`src/rtl/uart_rx.sv`:
```
// UART receiver: 2-flop synchroniser, mid-bit sampling, 8N/8P data, 1 or 2 stop bits.
// Define UART_RX_MAJORITY_EN to take each bit as a 2-of-3 vote around the sample point.
module uart_rx #(
  parameter int unsigned p_clk_speed_hz = 50_000_000,
  parameter int unsigned p_baud_rate    = 9_600
) (
  input  logic       clk_i,
  input  logic       rst_i,
  input  logic       rx_i,
  input  logic       parity_en_i,
  input  logic       parity_sel_i,
  input  logic       stop_sel_i,
  output logic [7:0] data_o,
  output logic       valid_o,
  output logic       parity_err_o,
  output logic       frame_err_o,
  output logic       busy_o
);

  localparam int unsigned CYCLES_PER_BIT = p_clk_speed_hz / p_baud_rate;
  localparam int unsigned HALF           = CYCLES_PER_BIT / 2;
  localparam int unsigned CNT_W          = $clog2(CYCLES_PER_BIT) + 1;
`ifdef UART_RX_MAJORITY_EN
  localparam int unsigned VOTE_LAT = 1;
`else
  localparam int unsigned VOTE_LAT = 0;
`endif
  // Decisions land VOTE_LAT cycles after the nominal sample point; only the start
  // decision moves, so every later bit stays centred on the same absolute time.
  localparam logic [CNT_W-1:0] START_PT = CNT_W'(HALF - 1 + VOTE_LAT);
  localparam logic [CNT_W-1:0] BIT_PT   = CNT_W'(CYCLES_PER_BIT - 1);

  if (CYCLES_PER_BIT < 8) begin : g_cpb_check
    $error("uart_rx: CYCLES_PER_BIT must be at least 8");
  end

  typedef enum logic [2:0] {
    S_IDLE   = 3'd0,
    S_START  = 3'd1,
    S_DATA   = 3'd2,
    S_PARITY = 3'd3,
    S_STOP   = 3'd4,
    S_BREAK  = 3'd5
  } state_e;

  state_e           state_q;
  logic [CNT_W-1:0] cnt_q;
  logic [2:0]       bit_cnt_q;
  logic [7:0]       shift_q;
  logic             rx_meta_q;
  logic             rx_s_q;
  logic             pen_q;
  logic             psel_q;
  logic             stop2_q;
  logic             perr_q;
  logic             ferr_q;
  logic [7:0]       data_q;
  logic             valid_q;
  logic             perr_out_q;
  logic             ferr_out_q;
  logic             busy_q;
  logic             sample_d;
  logic             ferr_d;

  always_ff @(posedge clk_i) begin
    if (rst_i) begin
      rx_meta_q <= 1'b1;
      rx_s_q    <= 1'b1;
    end else begin
      rx_meta_q <= rx_i;
      rx_s_q    <= rx_meta_q;
    end
  end

`ifdef UART_RX_MAJORITY_EN
  logic [1:0] hist_q;

  // Two previous synchronised samples; with rx_s_q they form the voting window.
  always_ff @(posedge clk_i) begin
    if (rst_i) hist_q <= 2'b11;
    else       hist_q <= {hist_q[0], rx_s_q};
  end

  always_comb begin
    sample_d = (hist_q[1] & hist_q[0]) | (hist_q[1] & rx_s_q) | (hist_q[0] & rx_s_q);
  end
`else
  always_comb begin
    sample_d = rx_s_q;
  end
`endif

  always_comb begin
    ferr_d = ferr_q | ~sample_d;
  end

  // Frame state machine; all outputs registered here.
  always_ff @(posedge clk_i) begin
    if (rst_i) begin
      state_q    <= S_IDLE;
      cnt_q      <= '0;
      bit_cnt_q  <= '0;
      shift_q    <= '0;
      pen_q      <= 1'b0;
      psel_q     <= 1'b0;
      stop2_q    <= 1'b0;
      perr_q     <= 1'b0;
      ferr_q     <= 1'b0;
      data_q     <= '0;
      valid_q    <= 1'b0;
      perr_out_q <= 1'b0;
      ferr_out_q <= 1'b0;
      busy_q     <= 1'b0;
    end else begin
      valid_q <= 1'b0;
      case (state_q)
        S_IDLE: begin
          cnt_q <= '0;
          if (!rx_s_q) begin
            state_q   <= S_START;
            busy_q    <= 1'b1;
            bit_cnt_q <= '0;
            pen_q     <= parity_en_i;
            psel_q    <= parity_sel_i;
            stop2_q   <= stop_sel_i;
            perr_q    <= 1'b0;
            ferr_q    <= 1'b0;
          end
        end
        S_START: begin
          if (cnt_q == START_PT) begin
            cnt_q <= '0;
            if (sample_d) begin
              state_q <= S_IDLE;
              busy_q  <= 1'b0;
            end else begin
              state_q <= S_DATA;
            end
          end else begin
            cnt_q <= cnt_q + CNT_W'(1);
          end
        end
        S_DATA: begin
          if (cnt_q == BIT_PT) begin
            cnt_q              <= '0;
            shift_q[bit_cnt_q] <= sample_d;
            bit_cnt_q          <= bit_cnt_q + 3'd1;
            if (bit_cnt_q == 3'd7) state_q <= pen_q ? S_PARITY : S_STOP;
          end else begin
            cnt_q <= cnt_q + CNT_W'(1);
          end
        end
        S_PARITY: begin
          if (cnt_q == BIT_PT) begin
            cnt_q   <= '0;
            perr_q  <= sample_d != (psel_q ? ^shift_q : ~^shift_q);
            state_q <= S_STOP;
          end else begin
            cnt_q <= cnt_q + CNT_W'(1);
          end
        end
        S_STOP: begin
          if (cnt_q == BIT_PT) begin
            cnt_q  <= '0;
            ferr_q <= ferr_d;
            if (stop2_q && bit_cnt_q == 3'd0) begin
              bit_cnt_q <= 3'd1;
            end else begin
              // Leave mid-stop-bit so a following start edge is not missed.
              bit_cnt_q  <= '0;
              valid_q    <= 1'b1;
              data_q     <= shift_q;
              perr_out_q <= perr_q;
              ferr_out_q <= ferr_d;
              if (ferr_d) begin
                state_q <= S_BREAK;
              end else begin
                state_q <= S_IDLE;
                busy_q  <= 1'b0;
              end
            end
          end else begin
            cnt_q <= cnt_q + CNT_W'(1);
          end
        end
        S_BREAK: begin
          if (rx_s_q) begin
            state_q <= S_IDLE;
            busy_q  <= 1'b0;
            cnt_q   <= '0;
          end else begin
            cnt_q <= cnt_q + CNT_W'(1);
          end
        end
        default: begin
          state_q   <= S_IDLE;
          busy_q    <= 1'b0;
          cnt_q     <= '0;
          bit_cnt_q <= '0;
        end
      endcase
    end
  end

  assign data_o       = data_q;
  assign valid_o      = valid_q;
  assign parity_err_o = perr_out_q;
  assign frame_err_o  = ferr_out_q;
  assign busy_o       = busy_q;

endmodule

```
`config.mk`:
```
export PLATFORM = sky130hd
export DESIGN_NAME = uart_rx
export DESIGN_NICKNAME = d
export VERILOG_FILES = /design/src/rtl/uart_rx.sv
export SDC_FILE = /design/constraint.sdc
export NUM_CORES = 1
export LEC_CHECK = 0
export BUFFER_PORTS_ARGS = -buffer_cell sky130_fd_sc_hd__buf_2
export CORE_MARGIN = 2
export CORE_UTILIZATION = 45
export CTS_CLUSTER_DIAMETER = 60
export CTS_CLUSTER_SIZE = 25
export DETAILED_ROUTE_END_ITERATION = 12
export GPL_TIMING_DRIVEN = 0
export PLACE_DENSITY = 0.65
export SYNTH_ARGS = -nofsm -noshare
export SYNTH_HDL_FRONTEND = slang
export SYNTH_SLANG_ARGS = --single-unit
```
`constraint.sdc`:
```
create_clock -name clk_i -period 3.55 [get_ports clk_i]
set_input_delay 0.5325 -clock clk_i [delete_from_list [all_inputs] [get_ports clk_i]]
set_output_delay 0.5325 -clock clk_i [all_outputs]
set_load 0.01 [all_outputs]
```
# After elaboration in Yosys (flattened, before gate mapping)
# Index checks and enable logic that the tools add are counted.
word_totals:
  ff_bits: 47
  inputBits: 6
classes:
  bitwise_logic: 7
  addsub: 2
  reduce_logical: 20
  n_eq_ne: 18
  muxes: 38
  order_cmp: 2
op_table:
  columns: ["op", "count"]
  rows:
  - ["14-bit 2-to-1 mux", 3]
  - ["14-bit one-hot mux with 3 select lines", 1]
  - ["3-bit 2-to-1 mux", 13]
  - ["2-bit != test, second input constant", 9]
  - ["3-bit one-hot mux with 6 select lines", 1]
  - ["14-bit by 1-bit adder with 14-bit output, second input constant", 1]
  - ["14-bit by 12-bit equality test with 1-bit output, second input constant", 1]
  - ["14-bit by 13-bit equality test with 1-bit output, second input constant", 1]
  - ["1-bit 2-to-1 mux", 13]
  - ["3-bit one-hot mux with 4 select lines", 1]
  - ["3-bit equality test, second input constant", 3]
  - ["3-bit AND reduction", 3]
  - ["3-bit OR reduction", 3]
  - ["8-bit bitwise mux", 1]
  - ["8-bit AND reduction", 1]
  - ["8-bit XNOR reduction", 1]
  - ["8-bit XOR reduction", 1]
  - ["3-bit by 2-bit equality test with 1-bit output, second input constant", 2]
  - ["3-bit zero test", 2]
  - ["1-bit inverter", 6]
  - ["6-bit AND reduction", 1]
  - ["1-bit one-hot mux with 5 select lines", 1]
  - ["3-bit by 4-bit less-than comparator with 1-bit output, second input constant", 1]
  - ["1-bit one-hot mux with 2 select lines", 2]
  - ["12 further kinds", 15]

# Longest topological paths before layout
depth:
  depth_word: 6
  depth_mapped: 8
  ltp_nobuf: 7

# Worst setup path after synthesis
# No wires, ideal clock.
synth_path:
  kind: "flip-flop to flip-flop"
  start: "register cnt_q[0]"
  end: "register state_q[1]"
  setup_time_ps: 121
  required_ps: 3429
  n_path_buf: 0
  setup_slack_ps: 1264
  stages_incl_launch_ff: 7
  t_arrival_ps: 2165
  path_cell_list: "dfxtp_1 > ha_1 > or4b_4 > nor4_4 > o32ai_2 > a211o_1 > mux2_2"
synth_via:
  elab_chain_cells: 3
  elab_cells_between_ends: 7
synth_rtl:
  columns: ["element", "line", "source"]
  rows:
  - ["start: declaration", "47", "logic [CNT_W-1:0] cnt_q;"]
  - ["start signal: assignment", "140", "cnt_q <= cnt_q + CNT_W'(1);"]
  - ["start signal: assignment", "150", "cnt_q <= cnt_q + CNT_W'(1);"]
  - ["start signal: assignment", "159", "cnt_q <= cnt_q + CNT_W'(1);"]
  - ["14-bit by 13-bit equality test with 1-bit output or 14-bit by 12-bit equality test with 1-bit output (tied branches)", null, null]
  - ["2-bit != test (no source line)", null, null]
  - ["8-bit AND reduction (no source line) *", null, null]
  - ["end signal: assignment", "148", "if (bit_cnt_q == 3'd7) state_q <= pen_q ? S_PARITY : S_STOP;"]
  - ["end: declaration", "46", "state_e state_q;"]
# Mark *: on every way between the ends. The rest lies on a longest branch, timed or not.
# A chain may end at the register's enable or synchronous reset.

# Worst setup path in the final report
layout_path:
  start: "register cnt_q[0]"
  end: "register cnt_q[7]"
layout_via:
  elab_chain_cells: 3
  elab_cells_between_ends: 7
layout_rtl:
  columns: ["element", "line", "source"]
  rows:
  - ["14-bit by 1-bit adder with 14-bit output (tied with other cells)", null, null]
  - ["14-bit 2-to-1 mux, on equally long branches", null, null]
  - ["14-bit one-hot mux with 3 select lines *", "116", "case (state_q)"]
# Marks and branches as above.

==> flow_summary.json <==
{
  "outcome": "completed",
  "syn_avg_cell_area_sq_um": 8.73,
  "r2r_slack_ps": 920,
  "grt_pass1_wl_mm": 8.18,
  "final-setup-viol-count": 0,
  "vias": 1829,
  "place_area_sq_um": 2530,
  "yosysMostFrequentCell": "dfxtp_1",
  "internal_power_uw": 702,
  "stdcell_area_sq_um": 2630,
  "viasPerCell": 5.02,
  "clk_latency_ps": 300,
  "yosys_warnings": 0,
  "hold_path_class": "in2reg",
  "design.die.area_sq_um": 5850,
  "fin_worst_skew_ps": 6.26,
  "cts_max_level": 2,
  "rsz0062_at_grt": "no",
  "r2r_start": "cnt_q[0]$_SDFF_PP0_",
  "nFillCells": 506,
  "io_buffers": 16,
  "leakage_nw": 1.04,
  "tritoncts": "built",
  "cts_root_buffer": "clkbuf_8",
  "post_cts_buffers": 0,
  "cts_buffers": 5,
  "endpoint_kind": "flip-flop",
  "cap_violations": 0,
  "synth_area_leaders": "dfxtp_1 40%, nor2_1 7.0%, nand2_1 6.2%",
  "grt_max_degree": 15,
  "synth_area_sq_um": 2370,
  "drive_gt1_frac": 0.184,
  "yosysTopAreaCellShare": 0.398,
  "critical_path_required_ps": 3740,
  "fmax_ghz": 0.380,
  "hold_violations": 0,
  "grt_use_total": 0.172,
  "fp.dieH_microns": 76.5,
  "initial_core_util": 0.466,
  "yosys.cell_types.count": 52,
  "antenna_found_initial": 0,
  "antenna_left": 0,
  "fin_crit_ps": 2630,
  "grt.overflow.total": 0,
  "clkPwrFrac": 0.369,
  "combPwrFrac": 0.041,
  "clk_pin_slew_ps": 80,
  "routed_wl_mm": 4.64,
  "area_growth_syn_to_layout_pct": 10.9,
  "switchingPower_uw": 200,
  "min_period_over_period": 0.741,
  "core_region_area_sq_um": 5070,
  "grt_pass1_vias": 1723,
  "max_stage_delay_ps": 540,
  "cts.sinks": 47,
  "r2r_cells": 7,
  "dp_hpwl_mm": 3.29,
  "yosys-top-cells-count": "47 x dfxtp_1, 44 x nor2_1, 39 x nand2_1",
  "ys_ff_latch": 47,
  "tns_ps": 0,
  "crit_fanout": 10,
  "path_cells": "ha_1 -> or4b_4 -> nor4_4 -> o32ai_1 -> o21ai_2 -> buf_2 -> nor2_1",
  "place.gp.congestion": 0.820,
  "syn-num-nets": 281,
  "seq_power_share": 0.591,
  "synthFlopType": "dfxtp_1",
  "yosysTopAreaCell": "dfxtp_1",
  "post-route-util": 0.517,
  "p_total_uw": 902,
  "wl_per_cell_microns": 12.7,
  "drtIter0Drc": 102,
  "powerDensity_nw_per_um2": 344,
  "hp-start": "rx_i",
  "crit_type": "reg2reg",
  "synth_edf_count": 0,
  "crit_slowest_cell": "or4b_4",
  "r2r_end": "cnt_q[7]$_SDFF_PP0_",
  "synth_cells": 271,
  "tightest_slew_ps": 1200,
  "die_w_microns": 76.5,
  "cp-endpoint": "cnt_q[7]$_SDFF_PP0_",
  "synth_seq_area_share": 0.398,
  "sw_frac_of_total": 0.222,
  "drcViolationCount": 0,
  "detail_route.first_pass.iterations": 4,
  "crit_path_start": "cnt_q[0]$_SDFF_PP0_",
  "startpoint_type": "flip-flop",
  "cts_resized": 0,
  "arrival_ps": 2820,
  "ios": 18,
  "antenna_cells": 0,
  "relSlewSlack": 0.192,
  "ir_drop_v": 0.000189,
  "synth_async_sr_flop_share": 0,
  "rows": 26,
  "cts_buffer_depth": 2,
  "final-max-slew-violation-count": 0,
  "holdBufCountCts": 0,
  "finalNetCount": 304
}
-- power groups by stage --
stage                     Combinational (mW)  Sequential [mW]  Clock, mW
after floorplan                       0.0263            0.545          0
after global placement                0.0368            0.545          0
after detailed placement              0.0368            0.545          0
after CTS                             0.0370            0.533      0.346
after global routing                  0.0408            0.534      0.373
final                                 0.0366            0.533      0.333
-- worst max-delay path: cells and delay by family, from the launching register on --
kind	cells	cell delay, ps
and+or+nand+nor	3	1080
DFF	1	360
AOI/OAI and AO/OA	2	580
adders and majority gates	1	240
buffers and inverters	1	260
-- cell usage in the layout (no fill, tap or decap), types with 2 or more instances in the layout --
cell,count
or2b_2,3
xor2_1,9
and2b_1,2
nor4_4,2
or2_2,2
or3b_2,3
nand2_1,39
a211o_1,2
o21a_1,2
buf_4,2
nand3_1,12
nand4_1,2
clkbuf_8,8
ha_1,4
mux2i_1,9
nor4_1,2
a21oi_1,18
o21ai_0,2
xnor2_1,10
a31oi_1,2
buf_6,4
nor3_1,4
nand2b_1,2
inv_1,5
and2_1,2
mux2_2,3
dfxtp_1,47
clkbuf_1,4
nor2_1,44
and4_2,2
buf_2,18
a211oi_1,3
-- layout make-up --
cell class | count | area [sq um] | share of cell area
flip-flops and latches | 47 | 941 | 0.358
inverters | 5 | 18.8 | 0.00715
multi-input cells | 205 | 1290 | 0.493
repair buffers | 16 | 80.1 | 0.0305
clock buffers | 6 | 82.6 | 0.0315
well taps | 70 | 87.6 | 0.0334
plain buffers | 14 | 113 | 0.0429
clock inverters | 1 | 8.76 | 0.00334
-- state kept, by name (all words and copies together), names as in the netlist, 3 cells and up --
signal and flops:
cnt_q 14, data_o 8, shift_q 8, bit_cnt_q 3, state_q 3
-- layer usage --
layer	wire length, microns	up-vias	share of wire	global-route usage
li1	-	970	-	-
met1	2370	828	0.51	0.229
met2	2080	24	0.45	0.276
met3	129	7	0.028	0.0367
met4	67	0	0.014	0.0600
met5	0	-	0	0
-- kinds of logic after synthesis --
family	Yosys count	share of synthesized area
simple gates	131	0.285
fa+ha+maj	4	0.0212
flops	47	0.398
compound gates	38	0.108
mux	12	0.0524
buf+inv	19	0.0555
xor+xnor	20	0.0799
-- through the flow --
step | instances | hold WS (ps) | setup slack (ps)
3_3_place_gp | 357 | 407 | 935
3_5_place_dp | 357 | 409 | 939
5_1_grt | 364 | 416 | 711
4_1_cts | 364 | 412 | 913
2_1_floorplan | 271 | 389 | 1260
6_report | 364 | 421 | 919
-- how the worst min path moves through the flow --
stage	cells past startpoint	endpoint
2_1_floorplan	1	rx_s_q$_SDFF_PP1_
3_3_place_gp	1	rx_s_q$_SDFF_PP1_
3_5_place_dp	1	rx_s_q$_SDFF_PP1_
4_1_cts	2	rx_meta_q$_SDFF_PP1_
5_1_grt	2	rx_meta_q$_SDFF_PP1_
6_report	2	rx_meta_q$_SDFF_PP1_
Note: power is estimated with default switching activity, not from simulation.
